--- src/rtl/load_store_unit_pkg.sv ---
// Shared encodings for the load/store unit: RV32I width codes and FSM states.
package load_store_unit_pkg;

  // RV32I funct3 width/sign codes
  localparam logic [2:0] Funct3B  = 3'b000;
  localparam logic [2:0] Funct3H  = 3'b001;
  localparam logic [2:0] Funct3W  = 3'b010;
  localparam logic [2:0] Funct3Bu = 3'b100;
  localparam logic [2:0] Funct3Hu = 3'b101;

  typedef enum logic {
    StIdle  = 1'b0,
    StWrite = 1'b1
  } lsu_state_e;

endpackage

--- src/rtl/load_store_unit_if.sv ---
// Core-side request/response bundle of the load/store unit.
interface load_store_unit_if #(
  parameter int unsigned DMEM_ADDR_WIDTH = 32,
  parameter int unsigned DMEM_DATA_WIDTH = 32
) ();

  logic                       req_valid;
  logic                       req_ready;
  logic                       req_we;
  logic [2:0]                 req_funct3;
  logic [DMEM_ADDR_WIDTH-1:0] req_addr;
  logic [DMEM_DATA_WIDTH-1:0] req_wdata;
  logic                       rsp_valid;
  logic [DMEM_DATA_WIDTH-1:0] rsp_rdata;
  logic                       rsp_misaligned;
  logic                       rsp_fault;

  modport master (
    output req_valid, req_we, req_funct3, req_addr, req_wdata,
    input  req_ready, rsp_valid, rsp_rdata, rsp_misaligned, rsp_fault
  );

  modport slave (
    input  req_valid, req_we, req_funct3, req_addr, req_wdata,
    output req_ready, rsp_valid, rsp_rdata, rsp_misaligned, rsp_fault
  );

endinterface

--- src/rtl/lsu_align.sv ---
// Combinational data steering between little-endian core words and the
// memory-order words of data memory (byte at the address sits in the top byte).
module lsu_align
  import load_store_unit_pkg::*;
#(
  parameter int unsigned DMEM_DATA_WIDTH = 32
) (
  input  logic [2:0]                 load_funct3,
  input  logic [DMEM_DATA_WIDTH-1:0] load_word,
  output logic [DMEM_DATA_WIDTH-1:0] load_data,
  input  logic [DMEM_DATA_WIDTH-1:0] store_data,
  output logic [DMEM_DATA_WIDTH-1:0] store_word,
  input  logic [2:0]                 merge_funct3,
  input  logic [DMEM_DATA_WIDTH-1:0] merge_word,
  input  logic [15:0]                merge_data,
  output logic [DMEM_DATA_WIDTH-1:0] merged_word
);

  localparam int unsigned DW = DMEM_DATA_WIDTH;

  function automatic logic [DW-1:0] byte_swap(input logic [DW-1:0] w);
    logic [DW-1:0] r;
    r = '0;
    for (int i = 0; i < int'(DW / 8); i++) begin
      r[8*i +: 8] = w[DW-8-8*i +: 8];
    end
    return r;
  endfunction

  logic [7:0] byte0, byte1;

  // Load extraction from the first two memory-order bytes, then extension
  always_comb begin
    byte0 = load_word[DW-1 -: 8];
    byte1 = load_word[DW-9 -: 8];
    load_data = '0;
    unique case (load_funct3)
      Funct3B:  load_data = {{(DW-8){byte0[7]}}, byte0};
      Funct3Bu: load_data = {{(DW-8){1'b0}}, byte0};
      Funct3H:  load_data = {{(DW-16){byte1[7]}}, byte1, byte0};
      Funct3Hu: load_data = {{(DW-16){1'b0}}, byte1, byte0};
      Funct3W:  load_data = byte_swap(load_word);
      default:  load_data = '0;
    endcase
  end

  // Full-word store and sub-word merge into the previously read word
  always_comb begin
    store_word  = byte_swap(store_data);
    merged_word = merge_word;
    unique case (merge_funct3)
      Funct3B: merged_word = {merge_data[7:0], merge_word[DW-9:0]};
      Funct3H: merged_word = {merge_data[7:0], merge_data[15:8], merge_word[DW-17:0]};
      default: merged_word = merge_word;
    endcase
  end

endmodule

--- src/rtl/load_store_unit.sv ---
// RV32I load/store unit. Loads and word stores complete in one cycle; byte and
// halfword stores read-modify-write through the WRITE state.
module load_store_unit
  import load_store_unit_pkg::*;
#(
  parameter int unsigned DMEM_ADDR_WIDTH  = 32,
  parameter int unsigned DMEM_DATA_WIDTH  = 32,
  parameter int unsigned DMEM_DEPTH       = 256,
  parameter int unsigned ALLOW_MISALIGNED = 0
) (
  input  logic                       clk,
  input  logic                       rst,
  load_store_unit_if.slave           bus,
  output logic [DMEM_ADDR_WIDTH-1:0] mem_addr,
  output logic [DMEM_DATA_WIDTH-1:0] mem_wdata,
  output logic                       mem_we,
  input  logic [DMEM_DATA_WIDTH-1:0] mem_rdata
);

  localparam logic [DMEM_ADDR_WIDTH-1:0] MaxAddr = DMEM_ADDR_WIDTH'(DMEM_DEPTH - 4);

  lsu_state_e                 state_q, state_d;
  logic [DMEM_ADDR_WIDTH-1:0] addr_q, addr_d;
  logic [2:0]                 funct3_q, funct3_d;
  logic [15:0]                wdata_q, wdata_d;
  logic [DMEM_DATA_WIDTH-1:0] word_q, word_d;
  logic                       rsp_valid_q, rsp_valid_d;
  logic [DMEM_DATA_WIDTH-1:0] rsp_rdata_q, rsp_rdata_d;
  logic                       rsp_mis_q, rsp_mis_d;
  logic                       rsp_fault_q, rsp_fault_d;

  logic                       illegal, fault, misaligned, req_ready;
  logic [DMEM_DATA_WIDTH-1:0] load_data, store_word, merged_word;

  lsu_align #(
    .DMEM_DATA_WIDTH(DMEM_DATA_WIDTH)
  ) u_align (
    .load_funct3 (bus.req_funct3),
    .load_word   (mem_rdata),
    .load_data   (load_data),
    .store_data  (bus.req_wdata),
    .store_word  (store_word),
    .merge_funct3(funct3_q),
    .merge_word  (word_q),
    .merge_data  (wdata_q),
    .merged_word (merged_word)
  );

  // Request error decode; range fault masks the alignment error
  always_comb begin
    if (bus.req_we) begin
      illegal = !(bus.req_funct3 inside {Funct3B, Funct3H, Funct3W});
    end else begin
      illegal = !(bus.req_funct3 inside {Funct3B, Funct3H, Funct3W, Funct3Bu, Funct3Hu});
    end
    fault      = illegal | (bus.req_addr > MaxAddr);
    misaligned = 1'b0;
    if (ALLOW_MISALIGNED == 0 && !fault) begin
      unique case (bus.req_funct3[1:0])
        2'b01:   misaligned = bus.req_addr[0];
        2'b10:   misaligned = |bus.req_addr[1:0];
        default: misaligned = 1'b0;
      endcase
    end
  end

  // Next-state, memory drive and response generation
  always_comb begin
    state_d     = state_q;
    addr_d      = addr_q;
    funct3_d    = funct3_q;
    wdata_d     = wdata_q;
    word_d      = word_q;
    rsp_valid_d = 1'b0;
    rsp_rdata_d = '0;
    rsp_mis_d   = 1'b0;
    rsp_fault_d = 1'b0;
    req_ready   = 1'b0;
    mem_addr    = bus.req_addr;
    mem_wdata   = store_word;
    mem_we      = 1'b0;
    unique case (state_q)
      StIdle: begin
        req_ready = 1'b1;
        if (bus.req_valid) begin
          rsp_mis_d   = misaligned;
          rsp_fault_d = fault;
          if (fault || misaligned) begin
            rsp_valid_d = 1'b1;
          end else if (!bus.req_we) begin
            rsp_valid_d = 1'b1;
            rsp_rdata_d = load_data;
          end else if (bus.req_funct3 == Funct3W) begin
            mem_we      = 1'b1;
            rsp_valid_d = 1'b1;
          end else begin
            addr_d   = bus.req_addr;
            funct3_d = bus.req_funct3;
            wdata_d  = bus.req_wdata[15:0];
            word_d   = mem_rdata;
            state_d  = StWrite;
          end
        end
      end
      StWrite: begin
        mem_addr    = addr_q;
        mem_wdata   = merged_word;
        mem_we      = 1'b1;
        rsp_valid_d = 1'b1;
        state_d     = StIdle;
      end
      default: state_d = StIdle;
    endcase
    // No write may reach memory while reset is held
    if (rst) mem_we = 1'b0;
  end

  // State and response registers
  always_ff @(posedge clk or posedge rst) begin
    if (rst) begin
      state_q     <= StIdle;
      addr_q      <= '0;
      funct3_q    <= '0;
      wdata_q     <= '0;
      word_q      <= '0;
      rsp_valid_q <= 1'b0;
      rsp_rdata_q <= '0;
      rsp_mis_q   <= 1'b0;
      rsp_fault_q <= 1'b0;
    end else begin
      state_q     <= state_d;
      addr_q      <= addr_d;
      funct3_q    <= funct3_d;
      wdata_q     <= wdata_d;
      word_q      <= word_d;
      rsp_valid_q <= rsp_valid_d;
      rsp_rdata_q <= rsp_rdata_d;
      rsp_mis_q   <= rsp_mis_d;
      rsp_fault_q <= rsp_fault_d;
    end
  end

  assign bus.req_ready      = req_ready;
  assign bus.rsp_valid      = rsp_valid_q;
  assign bus.rsp_rdata      = rsp_rdata_q;
  assign bus.rsp_misaligned = rsp_mis_q;
  assign bus.rsp_fault      = rsp_fault_q;

endmodule
--- src/flat_wrapper.sv ---
// flat-port wrapper written by rule: the top's interface ports become plain ports
module load_store_unit_flat import load_store_unit_pkg::*;
#(
  parameter int unsigned DMEM_ADDR_WIDTH  = 32,
  parameter int unsigned DMEM_DATA_WIDTH  = 32,
  parameter int unsigned DMEM_DEPTH       = 256,
  parameter int unsigned ALLOW_MISALIGNED = 0
)
  (clk, rst, mem_addr, mem_wdata, mem_we, mem_rdata, bus_req_valid, bus_req_we, bus_req_funct3, bus_req_addr, bus_req_wdata, bus_req_ready, bus_rsp_valid, bus_rsp_rdata, bus_rsp_misaligned, bus_rsp_fault);
  load_store_unit_if #(.DMEM_ADDR_WIDTH(DMEM_ADDR_WIDTH), .DMEM_DATA_WIDTH(DMEM_DATA_WIDTH)) bus_i ();
  input  logic clk;
  input  logic rst;
  output logic [DMEM_ADDR_WIDTH-1:0] mem_addr;
  output logic [DMEM_DATA_WIDTH-1:0] mem_wdata;
  output logic mem_we;
  input  logic [DMEM_DATA_WIDTH-1:0] mem_rdata;
  input wire logic [$bits(bus_i.req_valid)-1:0] bus_req_valid;
  input wire logic [$bits(bus_i.req_we)-1:0] bus_req_we;
  input wire logic [$bits(bus_i.req_funct3)-1:0] bus_req_funct3;
  input wire logic [$bits(bus_i.req_addr)-1:0] bus_req_addr;
  input wire logic [$bits(bus_i.req_wdata)-1:0] bus_req_wdata;
  output wire logic [$bits(bus_i.req_ready)-1:0] bus_req_ready;
  output wire logic [$bits(bus_i.rsp_valid)-1:0] bus_rsp_valid;
  output wire logic [$bits(bus_i.rsp_rdata)-1:0] bus_rsp_rdata;
  output wire logic [$bits(bus_i.rsp_misaligned)-1:0] bus_rsp_misaligned;
  output wire logic [$bits(bus_i.rsp_fault)-1:0] bus_rsp_fault;
  assign bus_i.req_valid = bus_req_valid;
  assign bus_i.req_we = bus_req_we;
  assign bus_i.req_funct3 = bus_req_funct3;
  assign bus_i.req_addr = bus_req_addr;
  assign bus_i.req_wdata = bus_req_wdata;
  assign bus_req_ready = bus_i.req_ready;
  assign bus_rsp_valid = bus_i.rsp_valid;
  assign bus_rsp_rdata = bus_i.rsp_rdata;
  assign bus_rsp_misaligned = bus_i.rsp_misaligned;
  assign bus_rsp_fault = bus_i.rsp_fault;
  load_store_unit #(.DMEM_ADDR_WIDTH(DMEM_ADDR_WIDTH), .DMEM_DATA_WIDTH(DMEM_DATA_WIDTH), .DMEM_DEPTH(DMEM_DEPTH), .ALLOW_MISALIGNED(ALLOW_MISALIGNED)) u_core (.clk(clk), .rst(rst), .bus(bus_i), .mem_addr(mem_addr), .mem_wdata(mem_wdata), .mem_we(mem_we), .mem_rdata(mem_rdata));
endmodule
--- config.mk ---
export PLATFORM = sky130hd
export DESIGN_NAME = load_store_unit_flat
export DESIGN_NICKNAME = d
export VERILOG_FILES = /design/src/rtl/load_store_unit_pkg.sv /design/src/rtl/load_store_unit_if.sv /design/src/rtl/lsu_align.sv /design/src/rtl/load_store_unit.sv /design/src/flat_wrapper.sv
export SDC_FILE = /design/constraint.sdc
export NUM_CORES = 1
export LEC_CHECK = 0
export CAP_MARGIN = 20
export CORE_AREA = 2 2 115 128
export CTS_CLUSTER_DIAMETER = 80
export DETAILED_ROUTE_END_ITERATION = 7
export DIE_AREA = 0 0 117 130
export HOLD_SLACK_MARGIN = 0.03
export MAX_ROUTING_LAYER = met4
export PLACE_DENSITY = 0.8
export SYNTH_ARGS = -nofsm -noshare
export SYNTH_HDL_FRONTEND = slang
export SYNTH_HIERARCHICAL = 1
export SYNTH_SLANG_ARGS = --single-unit
--- constraint.sdc ---
create_clock -name clk -period 4.1 [get_ports clk]
set_input_delay 0.615 -clock clk [delete_from_list [all_inputs] [get_ports clk]]
set_output_delay 0.615 -clock clk [all_outputs]
set_load 0.05 [all_outputs]
==> results of run 1 <==
-- layout by cell type, fill, tap and decap left out, drive strengths merged, types with 3 or more instances in the layout --
| cell type | n |
|---|---|
| ha | 3 |
| mux2 | 138 |
| nor2 | 6 |
| nand2 | 8 |
| buf | 9 |
| mux2i | 24 |
| clkbuf | 26 |
| dfrtp | 119 |
| o2bb2ai | 8 |
| and4 | 32 |
| and2 | 33 |
| inv | 4 |
| nor3 | 3 |
| o21ai | 19 |
| nor4 | 6 |
| nand4 | 4 |
| clkdlybuf4s50 | 201 |
-- cell type report --
class | count | area, um2
Sequential cell | 119 | 2980
Timing Repair Buffer | 210 | 2110
Inverter | 4 | 17.5
Multi-Input combinational cell | 297 | 2920
Clock inverter | 3 | 40.0
Tap cell | 192 | 240
Fill cell | 1084 | 5270
Clock buffer | 26 | 519
-- synthesized netlist by cell type (7+ instances only) --
library cell,instances
clkbuf_1,21
mux2_2,93
nand2_1,8
and2_1,33
and4_1,32
mux2i_1,24
o21ai_1,12
o21ai_0,7
o2bb2ai_1,8
mux2_4,45
buf_4,52
dfrtp_1,119
-- through the flow --
step                instances  util [%]
finish                    851      62.7
global route              851      62.7
CTS                       851      62.7
detailed placement        822      58.7
global placement          822      58.7
floorplan                 504         -
-- flip-flops by register name, indices dropped and copies added (netlist names) --
register                   flops
u_core/word_q                 32
u_core/bus.rsp_fault           1
u_core/bus.rsp_valid           1
u_core/funct3_q                3
u_core/addr_q                 32
u_core/bus.rsp_misaligned      1
u_core/wdata_q                16
u_core/bus.rsp_rdata          32
u_core/state_q                 1
-- cell families after synthesis --
family          synth area share [%]
simple gates                    11.2
compound gates                  2.90
fa+ha+maj                      0.581
buf+inv                         8.81
mux                             30.4
flops                           46.1
-- power by group --
| part | switching (mW) | total, mW | leakage (nW) | internal (mW) |
|---|---|---|---|---|
| registers | 0.000204 | 1.18 | 1.66 | 1.18 |
| clock network | 0.480 | 1.40 | 0.278 | 0.916 |
| logic | 0.244 | 0.436 | 2.15 | 0.192 |
| total | 0.725 | 3.01 | 4.09 | 2.29 |
-- critical path: cells and delay by family, from the launching register on --
kind          cells  cell delay [ns]
simple gates      1             0.52
mux               2             0.66
flops             1             0.42
buf+inv           1             0.74
-- final timing paths --
kind                                            to  slack (ns)          startpoint
min in group asynchronous        u_core/addr_q[13]        0.63                 rst
hold / removal                   u_core/addr_q[21]        0.48   u_core/addr_q[21]
max in group asynchronous  u_core/bus.rsp_rdata[8]        2.64                 rst
setup / recovery                     mem_wdata[23]        0.74  u_core/funct3_q[1]
hold reg to reg                  u_core/addr_q[21]        0.48   u_core/addr_q[21]
setup reg to reg                  u_core/addr_q[5]        1.26      u_core/state_q
-- per-layer routing --
| metal | up-vias | wire length, um | GRT usage (%) |
|---|---|---|---|
| li1 | 2038 | - | - |
| met2 | 158 | 7770 | 34.9 |
| met5 | - | 0 | - |
| met3 | 34 | 953 | 5.67 |
| met4 | 0 | 439 | 9.97 |
| met1 | 2184 | 6510 | 26.0 |
==> results.yml, run 1 <==
timing:
  fin_crit_ns: 3.36
  period_share_pct: 81.9
  fin_ws_ns: 0.742
  skew_ns: 0.00500
  worst_pin_slew_ns: 1.09
  whs_ns: 0.478
  slew_violations: 0
  max_freq_mhz: 298
  hold_violations: 0
  rsz0062_at_grt: "no"
  setup_tns_ns: 0
  relSlewSlack_pct: 27.3
  setup_viol: 0
logic_synthesis:
  synthesis.instances: 504
  ys_types: 36
  syn_nets: 610
  yosys.area.top_type: "dfrtp_1"
  syn-cell-area_mm2: 0.00646
  synth_area_leaders: "dfrtp_1 (46%), mux2_2 (16%), mux2_4 (10%)"
  synth_top_area_share_pct: 46.1
  synthFlopType: "dfrtp_1"
  synth_edf_count: 0
  ys_ff_latch: 119
  avgSynthCellArea_um2: 12.8
  seq_area_frac_synth_pct: 46.1
  ys_async_sr_fraction_pct: 100
  synth_warnings: 6
clock_tree:
  cts_buffer_depth: 2
  cts_root_buf: "clkbuf_16"
  numCtsBuffers: 17
  post-cts-setup-buffers: 0
  clkSinkCount: 119
  clkLatencyLatePin_ns: 0.41
  path_clk_slew_ns: 0.05
  cts-resized-gates: 0
  cts_tree: "yes"
  cts_hold_buffers: 0
  htree_levels: 4
layout:
  layout.nets: 755
  stdcell_area_mm2: 0.00883
  drive_gt1_share_pct: 27.6
  syn2layout_area_growth_pct: 36.7
  antenna_cells: 0
power:
  ir_worst_vdd_mv: 0.258
  total_power_mw: 3.01
  p_leak_nw: 4.09
  cellPowerDensity_mw_per_mm2: 341
hold_path:
  hp-class: "flip-flop to flip-flop"
  hold_path_depth: 1
placement:
  gp_congestion: 0.820
  port_buffers: 203
  placed_area_mm2: 0.00828
  dp_slack_ns: 0.641
  hpwl_mm: 11.0
die:
  rows: 46
  initial_core_util_pct: 45.8
  ioPinCount: 204
  die_h_um: 130
  die_w_um: 117
  dieArea_mm2: 0.0152
  core_mm2: 0.0141
job:
  cap_violations: 0
global_route:
  grt_pass1_vias: 4807
  antenna_found_initial: 0
  grt_max_degree: 84
  grt_pass1_wl_mm: 24.5
  grtUsageTotal_pct: 21.9
  gr-total-overflow: 0
detailed_routing:
  drt_first_pass_iters: 4
  wl_per_cell_um: 18.4
  remaining_drc_errors: 0
  wl_mm: 15.7
  drtAntennaViolNets: 0
  drt_iter0_drc: 157
  vias: 4414
  via_per_inst: 5.19
worst_setup_path:
  cp_common_cell: "mux2_2"
  worstPathArrival_ns: 2.74
  path_class: "flip-flop to output pin"
  path_cells: "nor3b_4, mux2_2, mux2_2, clkdlybuf4s50_1"
  crit_path_max_incr_delay_ns: 0.74
  cp_slowest_cell: "clkdlybuf4s50_1"
  cp-start-kind: "flip-flop"
  r2r_cells: 6
  worstPathMaxFanout: 8
  worst_setup_path_end_kind: "output pin"
  required_ns: 3.48
status:
  outcome: "finished, final reports clean"
(Power assumes the default switching activity.)
==> run 2: changes to the inputs <==
==> constraint.sdc (replaced) <==
create_clock -name clk -period 3.3 [get_ports clk]
set_input_delay 0.495 -clock clk [delete_from_list [all_inputs] [get_ports clk]]
set_output_delay 0.495 -clock clk [all_outputs]
set_load 0.05 [all_outputs]
==> results.yml, run 2 (synthesized netlist as in run 1, its figures left out) <==
timing:
  rsz0062_at_grt: "no"
  max_freq_mhz: 316
  slew_violations: 0
  setup_viol: 0
  worst_pin_slew_ns: 1.03
  relSlewSlack_pct: 30.9
  skew_ns: 0.00898
  period_share_pct: 95.8
  setup_tns_ns: 0
  fin_crit_ns: 3.16
  hold_violations: 0
placement:
  placed_area_mm2: 0.00832
  port_buffers: 203
  hpwl_mm: 11.2
  placedCellCount: 826
  gp_congestion: 0.809
die:
  core_mm2: 0.0141
  rows: 46
  initial_core_util_pct: 45.8
  die_w_um: 117
  die_h_um: 130
  ioPinCount: 204
  dieArea_mm2: 0.0152
detailed_routing:
  wl_per_cell_um: 18.2
  via_per_inst: 5.24
  drt_first_pass_iters: 5
  drtAntennaViolNets: 0
  remaining_drc_errors: 0
  wl_mm: 15.6
  vias: 4502
  drt_iter0_drc: 178
job:
  cap_violations: 0
worst_setup_path:
  worstPathMaxFanout: 8
  cp_common_cell: "mux2_2"
  required_ns: 2.80
  cp-start-kind: "flip-flop"
  path_cells: "nor2_2, mux2_2, mux2_2, clkdlybuf4s50_1"
  crit_path_max_incr_delay_ns: 0.71
  worst_setup_path_end_kind: "output pin"
  path_class: "flip-flop to output pin"
  cp_slowest_cell: "clkdlybuf4s50_1"
  worstPathArrival_ns: 2.67
layout:
  syn2layout_area_growth_pct: 38.3
  regArea_mm2: 0.00298
  multi_input_area_mm2: 0.00292
  final_common_cell: "clkdlybuf4s50_1"
  antenna_cells: 0
  stdcell_area_mm2: 0.00894
  most-common-layout-cells: "clkdlybuf4s50_1 (201), dfrtp_1 (118), mux2_2 (93)"
  layout.nets: 760
  drive_gt1_share_pct: 28.9
  nFillCells: 1053
  layout.cells.non_filler: 859
clock_tree:
  cts_tree: "yes"
  cts_buffer_depth: 2
  clkLatencyLatePin_ns: 0.41
  cts_hold_buffers: 0
  numCtsBuffers: 17
  cts_root_buf: "clkbuf_16"
  clkSinkCount: 119
  path_clk_slew_ns: 0.05
  htree_levels: 4
power:
  total_power_mw: 3.85
  p_leak_nw: 4.12
  ir_worst_vdd_mv: 0.283
  cellPowerDensity_mw_per_mm2: 430
global_route:
  grt_pass1_wl_mm: 24.3
  grtUsageTotal_pct: 21.6
  antenna_found_initial: 0
  grt_max_degree: 60
  grt_pass1_vias: 4767
  gr-total-overflow: 0
hold_path:
  hp-class: "flip-flop to flip-flop"
status:
  outcome: "finished, final reports clean"
run 2: changes by cell type in the layout (fill, tap and decap cells not counted), moves of 2 or more:
cell	before	now
clkbuf_8	6	2
clkinv_4	0	3
clkinvlp_4	0	4
buf_12	3	5
buf_4	5	8
inv_6	0	3
clkbuf_1	3	0
run 2: final cells by class:
type,count,area share [%]
clock buffers,19,5.07
clock inverters,13,1.62
inverters,4,0.210
multi-input cells,297,32.7
flip-flops and latches,119,33.3
well taps,192,2.69
repair buffers,215,24.4
run 2: per-stage QoR:
stage / hold slack (ns) / utilization, % / worst slack (ns)
after floorplan: 0.447 / - / 0.682
after global placement: 0.469 / 59.0 / 0.286
after detailed placement: 0.468 / 59.0 / 0.268
after CTS: 0.486 / 63.2 / 0.0638
after global routing: 0.504 / 63.4 / 0.0832
final: 0.482 / 63.4 / 0.138
run 2: path summary, 6_finish.rpt:
path / cells past startpoint / slack, ns / endpoint / from
setup / recovery: 4 / 0.14 / mem_wdata[24] / u_core/funct3_q[1]
hold / removal: 1 / 0.48 / u_core/addr_q[29] / u_core/addr_q[29]
setup reg to reg: 6 / 0.96 / u_core/addr_q[7] / u_core/state_q
hold reg to reg: 1 / 0.48 / u_core/addr_q[29] / u_core/addr_q[29]
max in group asynchronous: 3 / 1.79 / u_core/bus.rsp_rdata[7] / rst
min in group asynchronous: 2 / 0.67 / u_core/addr_q[7] / rst
run 2: power breakdown:
part	switching (mW)	internal, mW
Combinational	0.304	0.241
Clock	0.682	1.16
Sequential	0.000439	1.46
run 2: per-layer routing:
layer	share of wire [%]	up-vias	GRT usage, %
li1	-	2057	-
met1	42	2240	25.9
met2	49	167	34.6
met3	5.5	38	5.06
met4	3.5	0	10.2
met5	0	-	-
run 2: what timing repair did:
action                     in CTS  in global routing
setup endpoints to repair       0                  3
setup buffers                   0                  1
gates resized for setup         0                  0
run 2: critical path, delay by kind of cell (launching register included):
family        cells  cell delay [ns]
simple gates      1             0.43
flops             1             0.43
buf+inv           1             0.71
mux               2             0.70
==> run 3: changes to the inputs <==
--- a/config.mk
+++ b/config.mk
@@ -8,6 +8,7 @@
 export CAP_MARGIN = 20
 export CORE_AREA = 2 2 115 128
 export CTS_CLUSTER_DIAMETER = 80
+export CTS_CLUSTER_SIZE = 25
 export DETAILED_ROUTE_END_ITERATION = 7
 export DIE_AREA = 0 0 117 130
 export HOLD_SLACK_MARGIN = 0.03
==> results of run 3 <==
Same layout as run 2: the final DEF is identical, and so are final timing and power.
